## config.mk

```make
export PLATFORM = sky130hd
export DESIGN_NAME = ifm_fetch_ctrl
export DESIGN_NICKNAME = d
export VERILOG_FILES = /design/src/rtl/ifm_fetch_ctrl_pkg.sv /design/src/rtl/ifm_skid_fifo.sv /design/src/rtl/ifm_fetch_ctrl.sv
export SDC_FILE = /design/constraint.sdc
export NUM_CORES = 2
export LEC_CHECK = 0
export CORE_AREA = 3 3 422 424
export CTS_BUF_LIST = sky130_fd_sc_hd__clkbuf_16
export CTS_CLUSTER_SIZE = 14
export DETAILED_ROUTE_END_ITERATION = 6
export DIE_AREA = 0 0 425 427
export PLACE_DENSITY = 0.59
export RECOVER_POWER = 100
export SYNTH_ARGS = -nofsm -noshare
export SYNTH_HDL_FRONTEND = slang
export SYNTH_SLANG_ARGS = --single-unit
```

## constraint.sdc

```tcl
create_clock -name clk -period 11.8 [get_ports clk]
set_input_delay 2.36 -clock clk [delete_from_list [all_inputs] [get_ports clk]]
set_output_delay 2.36 -clock clk [all_outputs]
set_load 0.02 [all_outputs]
```

## src/rtl/ifm_fetch_ctrl_pkg.sv

```systemverilog
// Shared definitions for the IFM fetch controller: FSM state encoding and
// the default counter/config field width.
package ifm_fetch_ctrl_pkg;

  localparam int CNT_W_DEF = 16;

  typedef enum logic [2:0] {
    ST_IDLE  = 3'd0,
    ST_FILL  = 3'd1,
    ST_RUN   = 3'd2,
    ST_FLUSH = 3'd3,
    ST_DONE  = 3'd4
  } fetch_state_t;

endpackage

```

## src/rtl/ifm_skid_fifo.sv

```systemverilog
// Two-entry FIFO holding stream words ahead of the parser. Slot 0 is always
// the head, so the head word comes straight off a register with no muxing.
// Ports:
//   clk, rst        clock, synchronous active-high reset
//   clr             drop all contents (data zeroed so the head reads 0)
//   push, din       write a word (ignored when full unless popping)
//   pop             remove the head (ignored when empty)
//   head, head_v    head word and its valid flag
//   second_v        a second word is queued behind the head
//   full            both slots occupied
module ifm_skid_fifo #(
  parameter int W = 512
) (
  input  logic         clk,
  input  logic         rst,
  input  logic         clr,
  input  logic         push,
  input  logic [W-1:0] din,
  input  logic         pop,
  output logic [W-1:0] head,
  output logic         head_v,
  output logic         second_v,
  output logic         full
);

  logic [W-1:0] slot0;
  logic [W-1:0] slot1;
  logic [1:0]   count;
  logic         do_push;
  logic         do_pop;

  assign head     = slot0;
  assign head_v   = (count != 2'd0);
  assign second_v = (count == 2'd2);
  assign full     = second_v;

  assign do_pop  = pop & head_v;
  assign do_push = push & (!full | do_pop);

  always_ff @(posedge clk) begin
    if (rst || clr) begin
      count <= 2'd0;
      slot0 <= '0;
      slot1 <= '0;
    end else begin
      case ({do_push, do_pop})
        2'b10: begin
          if (count == 2'd0) slot0 <= din;
          else               slot1 <= din;
          count <= count + 2'd1;
        end
        2'b01: begin
          slot0 <= slot1;
          count <= count - 2'd1;
        end
        2'b11: begin
          // Occupancy is unchanged; the new word lands behind whatever
          // remains after the head leaves.
          if (count == 2'd1) begin
            slot0 <= din;
          end else begin
            slot0 <= slot1;
            slot1 <= din;
          end
        end
        default: ;
      endcase
    end
  end

endmodule

```

## src/rtl/ifm_fetch_ctrl.sv

```systemverilog
// IFM tile fetch controller. Accepts IN_W-bit stream words into a 2-entry
// FIFO, presents the head word to the width-converting parser, drives the
// parser's ifm_read/stall pair, counts output beats and signals tile end.
// Ports:
//   clk, rst                 clock, synchronous active-high reset
//   cfg_start                tile start pulse (only honoured in IDLE)
//   cfg_words, cfg_beats     stream words / parser output beats in the tile
//   s_axis_tdata/tvalid/tlast/tready   input stream
//   fm                       FIFO head word to the parser
//   ifm_read, stall          parser enable / hold
//   input_req                parser has consumed fm, advance next cycle
//   parser_rst               one-cycle parser realign pulse at tile start
//   out_ready, out_valid     downstream acceptance / parser output valid
//   busy, done               not idle / one-cycle tile-complete pulse
//   err_last                 sticky tlast vs word-count mismatch
//
// state | meaning
// ------+-------------------------------------------------------------
// IDLE  | waiting for cfg_start
// FILL  | collecting the first word; parser not yet enabled
// RUN   | parser enabled, beats counted, FIFO popped on input_req
// FLUSH | beats complete; FIFO cleared, remaining stream words drained
// DONE  | done pulse, back to IDLE
module ifm_fetch_ctrl
  import ifm_fetch_ctrl_pkg::*;
#(
  parameter int IN_W  = 512,
  parameter int OUT_W = 56,
  parameter int CNT_W = CNT_W_DEF
) (
  input  logic             clk,
  input  logic             rst,
  input  logic             cfg_start,
  input  logic [CNT_W-1:0] cfg_words,
  input  logic [CNT_W-1:0] cfg_beats,
  input  logic [IN_W-1:0]  s_axis_tdata,
  input  logic             s_axis_tvalid,
  input  logic             s_axis_tlast,
  output logic             s_axis_tready,
  output logic [IN_W-1:0]  fm,
  output logic             ifm_read,
  output logic             stall,
  input  logic             input_req,
  output logic             parser_rst,
  input  logic             out_ready,
  output logic             out_valid,
  output logic             busy,
  output logic             done,
  output logic             err_last
);

  if (OUT_W <= 0) begin : g_bad_out_w
    $error("ifm_fetch_ctrl: OUT_W must be positive");
  end

  fetch_state_t state, state_nxt;

  logic [CNT_W-1:0] cfg_words_q;
  logic [CNT_W-1:0] cfg_beats_q;
  logic [CNT_W-1:0] words_rcvd;
  logic [CNT_W-1:0] words_popped;
  logic [CNT_W-1:0] beat_cnt;
  logic [CNT_W-1:0] last_idx;

  logic fifo_full;
  logic head_v;
  logic second_v;
  logic fifo_clr;
  logic pop;
  logic push;
  logic accept;
  logic start_tile;
  logic head_is_last;
  logic accepting_state;

  assign last_idx        = cfg_words_q - CNT_W'(1);
  assign accepting_state = (state == ST_FILL) || (state == ST_RUN) || (state == ST_FLUSH);
  assign s_axis_tready   = !fifo_full && (words_rcvd < cfg_words_q) && accepting_state;
  assign accept          = s_axis_tvalid & s_axis_tready;
  // Words arriving after the last beat are drained, never stored.
  assign push            = accept && (state != ST_FLUSH);
  // The head's word index equals the number of words already popped.
  assign head_is_last    = (words_popped == last_idx);
  assign busy            = (state != ST_IDLE);

  ifm_skid_fifo #(.W(IN_W)) u_fifo (
    .clk      (clk),
    .rst      (rst),
    .clr      (fifo_clr),
    .push     (push),
    .din      (s_axis_tdata),
    .pop      (pop),
    .head     (fm),
    .head_v   (head_v),
    .second_v (second_v),
    .full     (fifo_full)
  );

  always_comb begin
    state_nxt  = state;
    ifm_read   = 1'b0;
    stall      = 1'b0;
    out_valid  = 1'b0;
    pop        = 1'b0;
    fifo_clr   = 1'b0;
    done       = 1'b0;
    start_tile = 1'b0;
    case (state)
      ST_IDLE: begin
        if (cfg_start) begin
          start_tile = 1'b1;
          if ((cfg_words == '0) || (cfg_beats == '0)) state_nxt = ST_DONE;
          else                                        state_nxt = ST_FILL;
        end
      end
      ST_FILL: begin
        if (head_v) state_nxt = ST_RUN;
      end
      ST_RUN: begin
        ifm_read = 1'b1;
        // A beat that finishes the head word straddles into the next one,
        // so it may only proceed once that word is already queued.
        stall     = !head_v || !out_ready || (input_req && !head_is_last && !second_v);
        out_valid = !stall;
        pop       = input_req && !stall;
        if (out_valid && (beat_cnt == cfg_beats_q - CNT_W'(1))) state_nxt = ST_FLUSH;
      end
      ST_FLUSH: begin
        fifo_clr = 1'b1;
        if (words_rcvd == cfg_words_q) state_nxt = ST_DONE;
      end
      ST_DONE: begin
        done      = 1'b1;
        state_nxt = ST_IDLE;
      end
      default: state_nxt = ST_IDLE;
    endcase
  end

  always_ff @(posedge clk) begin
    if (rst) begin
      state        <= ST_IDLE;
      cfg_words_q  <= '0;
      cfg_beats_q  <= '0;
      words_rcvd   <= '0;
      words_popped <= '0;
      beat_cnt     <= '0;
      err_last     <= 1'b0;
      parser_rst   <= 1'b0;
    end else begin
      state      <= state_nxt;
      parser_rst <= start_tile;
      if (start_tile) begin
        cfg_words_q  <= cfg_words;
        cfg_beats_q  <= cfg_beats;
        words_rcvd   <= '0;
        words_popped <= '0;
        beat_cnt     <= '0;
        err_last     <= 1'b0;
      end else begin
        if (accept) begin
          words_rcvd <= words_rcvd + CNT_W'(1);
          if (s_axis_tlast != (words_rcvd == last_idx)) err_last <= 1'b1;
        end
        if (pop)       words_popped <= words_popped + CNT_W'(1);
        if (out_valid) beat_cnt     <= beat_cnt + CNT_W'(1);
      end
    end
  end

endmodule

```

# Yosys cells after proc, flatten, opt, wreduce, memory -nomap -nowiden
# Cells that the tools add are included.
[classes]
mux = 21
n_addsub = 7
bitwise = 4
n_lt_le_gt_ge = 1
reduce_logical = 32
n_eq_ne = 22
[ops]
columns = ["cell", "n"]
rows = [
  ["2-to-1 mux 512 bit", 4],
  ["one-hot mux 512 bit (3 select lines)", 1],
  ["one-hot mux 512 bit (2 select lines)", 1],
  ["equality test 16 bit", 4],
  ["adder 16 x 1 -> 16 bit, second input constant", 3],
  ["zero test 16 bit", 2],
  ["subtractor 16 x 1 -> 16 bit, second input constant", 2],
  ["< comparator 16 bit", 1],
  ["2-to-1 mux 3 bit", 5],
  ["one-hot mux 3 bit (4 select lines)", 1],
  ["2-to-1 mux 1 bit", 8],
  ["inequality test 2 bit, second input constant", 4],
  ["logical AND 1 bit", 7],
  ["equality test 2 bit, second input constant", 3],
  ["equality test 3 x 2 -> 1 bit, second input constant", 2],
  ["logical OR 1 bit", 6],
  ["inequality test 2 x 1 -> 1 bit, second input constant", 3],
  ["nonzero test 2 bit", 3],
  ["nonzero test 3 bit", 2],
  ["zero test 1 bit", 5],
  ["equality test 2 x 1 -> 1 bit, second input constant", 2],
  ["one-hot mux 2 bit (2 select lines)", 1],
  ["AND reduction 2 bit", 2],
  ["AND reduction 4 bit", 1],
  ["other kinds (12)", 14],
]
[totals]
ff_bits = 1111
input_bits = 551
elab_cells = 98

# Depth between registers and ports, before layout
[depth]
ltp_word = 15
mapped_depth = 23
depth_no_buf = 17

# Hierarchy
# A second synthesis with hierarchy kept.
[hier_totals]
hier_cells = 5315
area_unflattened_um2 = 43206.4
[by_module_without_submodules]
columns = ["mod", "instances", "seq_area_each_um2", "cells_each", "area_per_inst_um2"]
rows = [
  ["ifm_skid_fifo", 1, 20539.7, 4567, 37470.9],
  ["ifm_fetch_ctrl", 1, 1701.6, 748, 5735.5],
]

# Worst setup path before layout
# Ideal clock, no wire load.
[synth_timing]
path_type = "register to output"
startpoint = "register cfg_words_q[0]"
endpoint = "output port stall"
t_required_ns = 9.440
arrival_ns = 3.382
path_stages_with_launch = 14
slack_ns = 6.058
path_cell_list = "dfxtp_1 clkbuf_1 inv_1 ha_1 xnor2_1 a2111oi_0 o211ai_1 or4_4 or4_4 and3_4 buf_6 buf_6 nor2b_1 nor2b_1"
[synth_via]
elab_chain_len = 7
[synth_lines]
columns = ["item", "line_no", "text"]
rows = [
  ["start, declared", "ifm_fetch_ctrl.sv:58", "logic [CNT_W-1:0] cfg_words_q;"],
  ["start signal, assigned", "ifm_fetch_ctrl.sv:154", "cfg_words_q <= cfg_words;"],
  ["subtractor 16 x 1 -> 16 bit", "ifm_fetch_ctrl.sv:76", "assign last_idx = cfg_words_q - CNT_W'(1);"],
  ["equality test 16 bit", "ifm_fetch_ctrl.sv:83", "assign head_is_last = (words_popped == last_idx);"],
  ["zero test 1 bit", "ifm_fetch_ctrl.sv:123", "stall = !head_v || !out_ready || (input_req && !head_is_last && !second_v);"],
  ["logical AND 1 bit (2 in a row)", "ifm_fetch_ctrl.sv:123", ""],
  ["logical OR 1 bit", "ifm_fetch_ctrl.sv:123", ""],
  ["2-to-1 mux 1 bit", "ifm_fetch_ctrl.sv:108", "case (state)"],
  ["end, declared", "ifm_fetch_ctrl.sv:42", "output logic stall,"],
]
# No other way between the ends.

# Worst setup path after layout
[layout_timing]
startpoint = "input port s_axis_tvalid"
endpoint = "register u_fifo.slot0[240] (netlist: u_fifo.head[240])"
[layout_via]
elab_chain_len = 6
elab_cells_between_ends = 10
cone_classes = "eq/ne (4); mux (1); bitwise (2); reduce/logical (3)"
[layout_lines]
columns = ["item", "line_no", "text"]
rows = [
  ["start, declared", "ifm_fetch_ctrl.sv:37", "input logic s_axis_tvalid,"],
  ["AND 1 bit *", "ifm_fetch_ctrl.sv:79", "assign accept = s_axis_tvalid & s_axis_tready;"],
  ["logical AND 1 bit *", "ifm_fetch_ctrl.sv:81", "assign push = accept && (state != ST_FLUSH);"],
  ["AND 1 bit *", "ifm_skid_fifo.sv:38", "assign do_push = push & (!full | do_pop);"],
  ["equality test 2 bit or equality test 2 x 1 -> 1 bit (tied branches)", "ifm_skid_fifo.sv:46", "case ({do_push, do_pop})"],
  ["inequality test 2 x 1 -> 1 bit (no source line) or nonzero test 3 bit (tied branches)", "--", ""],
  ["AND reduction 2 bit (no source line)", "--", ""],
  ["end signal, assigned", "ifm_skid_fifo.sv:48", "if (count == 2'd0) slot0 <= din;"],
  ["end signal, assigned", "ifm_skid_fifo.sv:53", "slot0 <= slot1;"],
  ["end signal, assigned", "ifm_skid_fifo.sv:60", "slot0 <= din;"],
  ["end, declared", "ifm_skid_fifo.sv:26", "logic [W-1:0] slot0;"],
]
# Mark *: on every way between the ends. The rest lies on a longest branch, timed or not.
# A chain may end at the register's enable or synchronous reset.

==> reports/qor.yml <==
power:
  peakVddDrop_uv: 128
  cellInternalPower_mw: 8.65
  p_sw_share_pct: 38.2
  clock_power_share_pct: 28.3
  power.density_mw_per_mm2: 224
  combPwrFrac_pct: 34.0
  power_frac_seq_pct: 37.7
  p_leak_nw: 24.0
  p_sw_mw: 5.34
yosys:
  synth-simple-area-share_pct: 14.1
  synth_ff_type: "dfxtp_1"
  yosysSeqAreaShare_pct: 48.3
  synth_fp_nets: 6141
  synth_edf_count: 0
  yosys_register_bits: 1111
  synth_xor_area_share_pct: 1.43
  ys_types: 69
  muxShareOfSynthArea_pct: 0.155
  synth.most_common_cell: "nand2_1"
  synth_top_area_share_pct: 48.3
  yosysTopAreaCell: "dfxtp_1"
  synth_area_leaders: "dfxtp_1 (48%), nand2_1 (11%), a21oi_1 (11%), o31ai_1 (8.5%), a32oi_1 (7.6%)"
  synth_top_cells_by_count: "nand2_1 (1357), dfxtp_1 (1111), a21oi_1 (989), clkbuf_1 (545), o31ai_1 (521)"
  synth_compound_area_share_pct: 29.9
  synth_top_family_by_area: "compound AO/OA/AOI/OAI gates"
  syn_avg_cell_area_um2: 8.27
  yosysWarnings: 0
  synthAdderAreaFrac_pct: 0.734
  syn_inst: 5563
  synthesis.area_mm2: 0.0460
  synthArstFlopShare_pct: 0
clock_tree:
  cts_setup_buffers: 0
  clkTransAtPathRegs_ns: 0.06
  cts_num_sinks: 1111
  cts_tree: "built"
  cts_root_buffer: "clkbuf_16"
  clockBufferDepth: 3
  worstSkewPairLatency_ns: 0.79
  holdBufCountCts: 0
  htree_levels: 4
  numCtsBuffers: 132
  ctsResizeCount: 0
global_route:
  grt_pass1_vias: 43490
  grt_usage_pct: 20.4
  antenna_found_initial: 62
  grtUsageMet3_pct: 5.24
  grt_overflow_total: 0
  grt_start_max_net_pins: 198
  met2_usage_pct: 31.8
  met1_usage_pct: 26.1
  busiest_layer: "met2"
  grt_first_pass_wirelength_um: 288000
timing:
  fin_crit_ns: 9.35
  setup_viol: 0
  tns_ns: 0
  fmax_ghz: 0.107
  worstMarginPinSlew_ns: 4.08
  hold_viol: 0
  slew_headroom_pct: -172
  layout_worst_path_cycle_share_pct: 79.2
  holdWs_ns: 0.452
  fin_skew_ns: 0.0455
  final_max_slew_viol_count: 530
  rsz0062_at_grt: "no"
min_path:
  hold_depth: 2
  hold_class: "flip-flop to flip-flop"
floorplanning:
  io_pins: 1071
  die_area_mm2: 0.181
  num_rows: 153
  fp.dieW_um: 425
  core-area_mm2: 0.174
  start_util_pct: 26.4
  die_h_um: 427
layout:
  nets: 6791
  postLayoutCellArea_mm2: 0.0623
  syn_to_final_growth_pct: 35.4
  drive_above_1_share_pct: 3.99
critical_path:
  critPathMaxStageDelay_ns: 2.91
  cpMaxStageDelayCell: "clkbuf_1"
  cp.required_ns: 12.48
  crit_arrival_ns: 10.03
  cp_max_fo: 73
  cpLargestDelayFamily: "buffers and inverters"
  start_kind: "input port"
  crit_cells: 11
  worstSetupPathType: "input port to flip-flop"
  rr_worst_depth: 16
  worst_setup_path_end_kind: "flip-flop"
  critPathBufInv: 4
  path_cells: "dlygate4sd3_1, nor3b_1, nand2_1, or2_2, inv_1, ha_1, a21o_4, buf_4, clkbuf_1, a32oi_1, a21oi_1"
drt:
  drt_iter0_markers: 4405
  drt-total-wl_um: 198000
  wl_per_cell_um: 22.8
  viasPerCell: 5.36
  firstDrtPassIters: 6
  vias: 46567
  antenna_left: 0
  drcViolationCount: 0
status:
  violations: "capacitance limit, slew limit"
  status: "finished with violations"
place:
  dp_hpwl_um: 123000
  dpl_cell_area_mm2: 0.0581
  place_congestion: 0.882
  io_buffers: 1070
job:
  drv_cap: 8
-- power groups by stage --
stage | Combinational (mW) | Sequential [mW] | Clock [mW]
after floorplan | 2.07 | 5.99 | 0
after global placement | 4.93 | 5.33 | 0
after detailed placement | 4.96 | 5.34 | 0
after CTS | 4.99 | 5.28 | 4.05
after global routing | 5.10 | 5.36 | 4.20
final | 4.75 | 5.27 | 3.96
-- metrics by stage --
stage / power (mW) / setup slack (ns) / utilization (%) / std cells
finish: 14.0 / 2.45 / 35.8 / 8695
global route: 14.7 / 2.16 / 35.7 / 8674
CTS: 14.3 / 4.43 / 35.7 / 8641
detailed placement: 10.3 / 4.08 / 33.3 / 8404
global placement: 10.3 / 4.16 / 33.3 / 8404
floorplan: 8.06 / 6.06 / - / 5563
-- flip-flops by register name (all words and copies together), names as in the netlist --
| signal | count |
|---|---|
| u_fifo.count | 2 |
| beat_cnt | 16 |
| u_fifo.slot1 | 512 |
| words_popped | 16 |
| parser_rst | 1 |
| cfg_beats_q | 16 |
| cfg_words_q | 16 |
| u_fifo.head | 512 |
| err_last | 1 |
| words_rcvd | 16 |
| state | 3 |
-- cell type report --
type                       count  area, µm²
clock buffer                 134       3350
fill                       17776     112000
sequential                  1111      22200
timing repair buffer        1121      11300
multi-input combinational   3805      21400
clock inverter               103        805
tap                         2325       2910
inverter                      42        158
antenna                       54        135
-- cells in the final DEF (no fill, tap or decap), types with 6 or more instances in the layout --
master           synthesis  final
a21oi_1                989    989
a31oi_1                117    117
a32oi_1                397    397
and3_1                   7      7
buf_12                   0     22
buf_4                    2     23
bufinv_16                0      7
clkbuf_16                0    134
clkdlybuf4s50_1          0    548
clkinv_1                 0     32
clkinv_2                 0     21
dfxtp_1               1111   1111
diode_2                  0     54
dlygate4sd3_1            0    522
ha_1                    27     27
inv_1                   42     67
mux2i_1                  6      6
nand2_1               1357   1357
nand3_1                 29     29
nand3b_1                 6      6
nand4_1                 23     23
nor2_1                  42     41
nor2b_1                 10     10
nor3_1                  18     18
nor4_1                  18     18
o211ai_1                14     14
o21a_1                   7      6
o21ai_0                 30     30
o31ai_1                521    520
or3_1                   25     25
or4_1                   16     16
xnor2_1                 40     40
xor2_1                  22     22
-- metal layers --
layer  share of wire [%]  vias to the layer above
li1                    -                    21610
met1                  42                    22751
met2                  46                     1820
met3                 7.7                      370
met4                 4.4                       16
met5               0.061                        -
-- path summary, 6_finish.rpt --
check,startpoint,to,slack [ns]
worst max register to register,cfg_words_q[9],u_fifo.head[240],2.94
worst max-delay path,s_axis_tvalid,u_fifo.head[240],2.45
worst min-delay path,u_fifo.slot1[311],u_fifo.slot1[311],0.45
worst min register to register,u_fifo.slot1[311],u_fifo.slot1[311],0.45
-- tightest hold or removal path, stage by stage, from the launching register on --
cell	delay [ns]
dfxtp_1	0.30
nand2_1	0.05
a21oi_1	0.05
-- cells by family (layout without fill, tap and decap cells) --
kind of cell	count (synthesis)	count (layout)
AOI/OAI and AO/OA	2118	2118
xor gates and xnor gates	67	67
DFF	1111	1111
and+or+nand+nor	1586	1586
other	0	54
buffers and inverters	647	1400
adders and majority gates	27	27
muxes	7	7
(Power assumes the default switching activity.)
